===== config.mk =====
export PLATFORM = sky130hd
export DESIGN_NAME = decode_stage
export DESIGN_NICKNAME = d
export VERILOG_FILES = /design/src/rtl/decode_stage.sv
export SDC_FILE = /design/constraint.sdc
export NUM_CORES = 2
export LEC_CHECK = 0
export BUFFER_PORTS_ARGS = -buffer_cell sky130_fd_sc_hd__buf_2
export CORE_ASPECT_RATIO = 0.75
export CORE_MARGIN = 2
export CORE_UTILIZATION = 40
export CTS_CLUSTER_DIAMETER = 30
export DETAILED_ROUTE_END_ITERATION = 16
export GPL_TIMING_DRIVEN = 0
export SYNTH_ARGS = -nofsm -noshare
export SYNTH_HDL_FRONTEND = slang
export SYNTH_SLANG_ARGS = --single-unit

===== constraint.sdc =====
create_clock -name clock -period 36.4 [get_ports clock]
set_clock_uncertainty 0.1 [all_clocks]
set_input_delay 1.82 -clock clock [delete_from_list [all_inputs] [get_ports clock]]
set_output_delay 1.82 -clock clock [all_outputs]
set_load 0.01 [all_outputs]

===== src/rtl/decode_stage.sv =====
// MIPS decode/register-file stage: splits R-type fields, reads a 32x32 register file
// with write bypass, and presents registered operands to execute one cycle later.
module decode_stage #(
  parameter int unsigned DATA_W = 32,
  parameter int unsigned NREGS  = 32
) (
  input  logic              clock,
  input  logic              reset,
  input  logic              in_valid,
  input  logic [31:0]       instr,
  input  logic              stall,
  input  logic              wb_en,
  input  logic [4:0]        wb_addr,
  input  logic [DATA_W-1:0] wb_data,
  output logic              out_valid,
  output logic [DATA_W-1:0] rs_val,
  output logic [DATA_W-1:0] rt_val,
  output logic [5:0]        func,
  output logic [4:0]        sa,
  output logic [4:0]        rd,
  output logic              illegal,
  output logic [7:0]        illegal_count
);

  logic [DATA_W-1:0] rf_q [NREGS];

  logic [5:0] op_f;
  logic [4:0] rs_f, rt_f, rd_f, sa_f;
  logic [5:0] func_f;
  logic       wb_live;
  logic [DATA_W-1:0] rs_rd, rt_rd;

  logic              valid_q, valid_d;
  logic [DATA_W-1:0] rs_val_q, rs_val_d, rt_val_q, rt_val_d;
  logic [5:0]        func_q, func_d;
  logic [4:0]        sa_q, sa_d, rd_q, rd_d;
  logic [4:0]        rs_idx_q, rs_idx_d, rt_idx_q, rt_idx_d;
  logic              illegal_q, illegal_d;
  logic [7:0]        cnt_q, cnt_d;

  assign op_f    = instr[31:26];
  assign rs_f    = instr[25:21];
  assign rt_f    = instr[20:16];
  assign rd_f    = instr[15:11];
  assign sa_f    = instr[10:6];
  assign func_f  = instr[5:0];
  assign wb_live = wb_en && (wb_addr != '0);

  always_ff @(posedge clock or posedge reset) begin
    if (reset) begin
      rf_q <= '{default: '0};
    end else if (wb_live) begin
      rf_q[wb_addr] <= wb_data;
    end
  end

  // Register 0 is forced to zero on read; wb_live already excludes address 0.
  always_comb begin
    rs_rd = (rs_f == '0) ? '0 : rf_q[rs_f];
    rt_rd = (rt_f == '0) ? '0 : rf_q[rt_f];
    if (wb_live && (wb_addr == rs_f)) rs_rd = wb_data;
    if (wb_live && (wb_addr == rt_f)) rt_rd = wb_data;
  end

  always_comb begin
    valid_d   = valid_q;
    rs_val_d  = rs_val_q;
    rt_val_d  = rt_val_q;
    func_d    = func_q;
    sa_d      = sa_q;
    rd_d      = rd_q;
    rs_idx_d  = rs_idx_q;
    rt_idx_d  = rt_idx_q;
    illegal_d = 1'b0;
    cnt_d     = cnt_q;
    if (!stall) begin
      valid_d  = in_valid && (op_f == '0);
      rs_val_d = rs_rd;
      rt_val_d = rt_rd;
      func_d   = func_f;
      sa_d     = sa_f;
      rd_d     = rd_f;
      rs_idx_d = rs_f;
      rt_idx_d = rt_f;
      if (in_valid && (op_f != '0)) begin
        illegal_d = 1'b1;
        if (cnt_q != '1) cnt_d = cnt_q + 8'd1;
      end
    end else begin
      // Held operands track writeback so execute sees current values when the stall ends.
      if (wb_live && (wb_addr == rs_idx_q)) rs_val_d = wb_data;
      if (wb_live && (wb_addr == rt_idx_q)) rt_val_d = wb_data;
    end
  end

  always_ff @(posedge clock or posedge reset) begin
    if (reset) begin
      valid_q   <= 1'b0;
      rs_val_q  <= '0;
      rt_val_q  <= '0;
      func_q    <= '0;
      sa_q      <= '0;
      rd_q      <= '0;
      rs_idx_q  <= '0;
      rt_idx_q  <= '0;
      illegal_q <= 1'b0;
      cnt_q     <= '0;
    end else begin
      valid_q   <= valid_d;
      rs_val_q  <= rs_val_d;
      rt_val_q  <= rt_val_d;
      func_q    <= func_d;
      sa_q      <= sa_d;
      rd_q      <= rd_d;
      rs_idx_q  <= rs_idx_d;
      rt_idx_q  <= rt_idx_d;
      illegal_q <= illegal_d;
      cnt_q     <= cnt_d;
    end
  end

  assign out_valid     = valid_q;
  assign rs_val        = rs_val_q;
  assign rt_val        = rt_val_q;
  assign func          = func_q;
  assign sa            = sa_q;
  assign rd            = rd_q;
  assign illegal       = illegal_q;
  assign illegal_count = cnt_q;

endmodule


==> results.json <==
{
  "max_freq_ghz": 0.1769,
  "crit_start": "instr[22]",
  "crit_required_ns": 37.00,
  "portBuffers": 150,
  "crit_end": "rs_val[12]$_DFFE_PP0P_",
  "hold_viol": 0,
  "viasPerCell": 6.430,
  "rsz0062_at_grt": "false",
  "drt_iter0_drc": 7139,
  "worstHoldPathCells": 1,
  "synthFlopType": "dfrtp_1",
  "finalWorstSetupSlack_ns": 30.75,
  "end_kind": "register",
  "initial_core_util_pct": 40.46,
  "p_leak_nw": 29.93,
  "synth_area_per_cell_um2": 12.87,
  "coreArea_um2": 143200,
  "seq_area_frac_synth_pct": 48.53,
  "clkSlewWorstSetupHoldPaths_ns": 0.06,
  "drc": 1,
  "antenna_found_initial": 19,
  "die_width_um": 443.5,
  "synthCells": 4504,
  "syn-num-nets": 4579,
  "drive_gt1_share_pct": 35.23,
  "pre_cts_ws_ns": 30.36,
  "r2r_cells": 6,
  "cp.arrival_ns": 6.25,
  "dr.pass1.iters": 13,
  "clockBufferDepth": 3,
  "track_usage_pct": 32.10,
  "path_class": "in -> reg",
  "syn_area_um2": 57960,
  "ant_nets": 0,
  "yosys_warnings": 0,
  "wl_per_cell_um": 34.25,
  "crit_path_start_kind": "primary input",
  "hp-class": "reg -> reg",
  "crit_fanout": 10,
  "ctsResizeCount": 0,
  "r2r_slack_ns": 33.96,
  "drv_slew": 22,
  "met1_usage_pct": 43.21,
  "cts_num_sinks": 1124,
  "cts_setup_buffers": 0,
  "failed_checks": "DRC, capacitance limit, slew limit",
  "dr_total_vias": 44820,
  "grt_max_degree": 122,
  "area_growth_pct": 18.86,
  "post-route-min-period_ns": 5.653,
  "clk_latency_ns": 0.84,
  "finalSetupTns_ns": 0,
  "io_pins": 164,
  "holdBufCountCts": 0,
  "overflow": 0,
  "outcome": "complete, but fails checks",
  "fin_nets": 4953,
  "ys_types": 51,
  "grt_pass1_wl_mm": 334.6,
  "reg2reg_to": "rs_val[1]$_DFFE_PP0P_",
  "die_h_um": 333.6,
  "wl_mm": 238.7,
  "maxCapViolations": 3,
  "worstMarginPinSlew_ns": 1.555,
  "gp_congestion": 1.028,
  "power.density_nw_per_um2": 65.30,
  "synth-edff-count": 0,
  "ys_seq_elements": 1124,
  "slew_headroom_pct": -3.668,
  "use_met2_pct": 43.64,
  "die_area_um2": 148000,
  "grt_pass1_vias": 43710,
  "period_share_pct": 15.53,
  "asyncSetResetFlopFracSynth_pct": 100.0,
  "clock-root-buffer": "clkbuf_16",
  "tritoncts": "built",
  "grt.busiest_layer": "met2",
  "vdd_drop_max_mv": 0.05302,
  "htreeDepth": 4,
  "grt_use_met3_pct": 14.84,
  "placementRows": 120,
  "hpwlAfterDp_mm": 173.5,
  "setup_viol": 0,
  "r2r-start": "rs_idx_q[0]$_DFFE_PP0N_",
  "cts_buffers": 209
}
[cell usage in the layout (no fill, tap or decap), drive strengths merged, types with 19 or more instances in the layout]
cell,Yosys,final
nand4,65,65
clkinv,1,63
clkbuf,280,522
mux2i,46,46
o21ai,423,423
buf,204,366
nand3,149,149
nand2,786,786
bufinv,0,23
nor2,58,58
mux2,629,629
xor2,21,21
inv,37,86
a221o,19,19
mux4,535,535
dfrtp,1124,1124
clkinvlp,0,22
o2111ai,64,64
[worst min path at each step]
stage | start | endpoint | slack [ns]
after floorplan | rf_q[1000]$_DFFE_PP0P_ | rf_q[1000]$_DFFE_PP0P_ | 0.34
after global placement | rf_q[1012]$_DFFE_PP0P_ | rf_q[1012]$_DFFE_PP0P_ | 0.35
after detailed placement | rf_q[1009]$_DFFE_PP0P_ | rf_q[1009]$_DFFE_PP0P_ | 0.36
after CTS | rf_q[1009]$_DFFE_PP0P_ | rf_q[1009]$_DFFE_PP0P_ | 0.38
after global routing | rf_q[1008]$_DFFE_PP0P_ | rf_q[1008]$_DFFE_PP0P_ | 0.40
final | rf_q[1007]$_DFFE_PP0P_ | rf_q[1007]$_DFFE_PP0P_ | 0.38
[flip-flops by register name (all words and copies together), names as in the netlist]
name	count
illegal_count	8
rd	5
out_valid	1
sa	5
rt_idx_q	5
rf_q	1024
rt_val	32
rs_idx_q	5
func	6
illegal	1
rs_val	32
[cell type report]
class	count	area, µm²
Fill cell	12730	74350
Timing Repair Buffer	163	1084
Clock inverter	156	1882
Clock buffer	241	5552
Buffer	484	2178
Antenna cell	16	40.04
Inverter	38	150.1
Multi-Input combinational cell	2858	27510
Tap cell	1891	2366
Sequential cell	1124	28130
[where the power goes]
group | switching [mW] | leakage (nW) | total [mW] | internal (mW)
clock | 0.766 | 3.60 | 2.05 | 1.28
combinational | 0.387 | 11.9 | 0.774 | 0.388
sequential | 0.192 | 14.5 | 1.68 | 1.48
[worst max-delay path, stage by stage]
cell and delay (ns):
buf_2 0.21, buf_1 0.74, clkbuf_1 1.17, clkbuf_1 1.17
nand3_1 0.59, nand4_1 0.38, o2111ai_1 0.16
[metal layers]
layer / up-vias / routed length [µm]
met5: - / 90
met4: 8 / 12230
met3: 583 / 35900
met2: 3175 / 97730
met1: 23560 / 92800
li1: 17500 / -
[Yosys cell counts, drive strengths merged (2+ instances only)]
| cell | count | area share, % |
|---|---|---|
| a221o | 19 | 0.33 |
| xnor2 | 6 | 0.091 |
| o211ai | 2 | 0.026 |
| mux2 | 629 | 12 |
| and3 | 5 | 0.054 |
| dfrtp | 1124 | 49 |
| nor2 | 58 | 0.38 |
| nor3b | 4 | 0.052 |
| a221oi | 4 | 0.060 |
| a21bo | 2 | 0.035 |
| clkbuf | 280 | 1.8 |
| nand3b | 5 | 0.065 |
| nor3 | 5 | 0.080 |
| nand2b | 2 | 0.022 |
| or2 | 2 | 0.022 |
| a31oi | 3 | 0.043 |
| a21oi | 3 | 0.026 |
| nand3 | 149 | 1.3 |
| nor4 | 2 | 0.022 |
| o311ai | 2 | 0.030 |
| buf | 204 | 1.9 |
| o21ai | 423 | 3.7 |
| nor2b | 7 | 0.076 |
| o2111ai | 64 | 0.97 |
| xor2 | 21 | 0.32 |
| inv | 37 | 0.24 |
| mux4 | 535 | 21 |
| nand4b | 2 | 0.082 |
| nand2 | 786 | 5.1 |
| mux2i | 46 | 0.79 |
| nand4 | 65 | 0.73 |
[through the flow]
| stage | util (%) | instance area [µm²] | std cells | total power [mW] | hold WS (ns) |
|---|---|---|---|---|---|
| 2_1_floorplan | - | 57960 | 4504 | 2.152 | 0.3413 |
| 5_1_grt | 48.07 | 68860 | 6960 | 4.628 | 0.3952 |
| 6_report | 48.09 | 68890 | 6971 | 4.498 | 0.3817 |
| 3_5_place_dp | 42.87 | 61410 | 6558 | 2.432 | 0.3646 |
| 4_1_cts | 48.06 | 68850 | 6955 | 4.468 | 0.3794 |
| 3_3_place_gp | 42.64 | 61070 | 6545 | 2.402 | 0.3537 |
[kinds of logic after synthesis]
kind of cell / share of synthesized area, %
and+or+nand+nor: 7.979
DFF: 48.53
AOI/OAI and AO/OA: 5.250
buffers and inverters: 4.003
adders and majority gates: 0.02159
muxes: 33.81
xor gates and xnor gates: 0.4080
No activity file was read; power rests on OpenSTA's default activity.
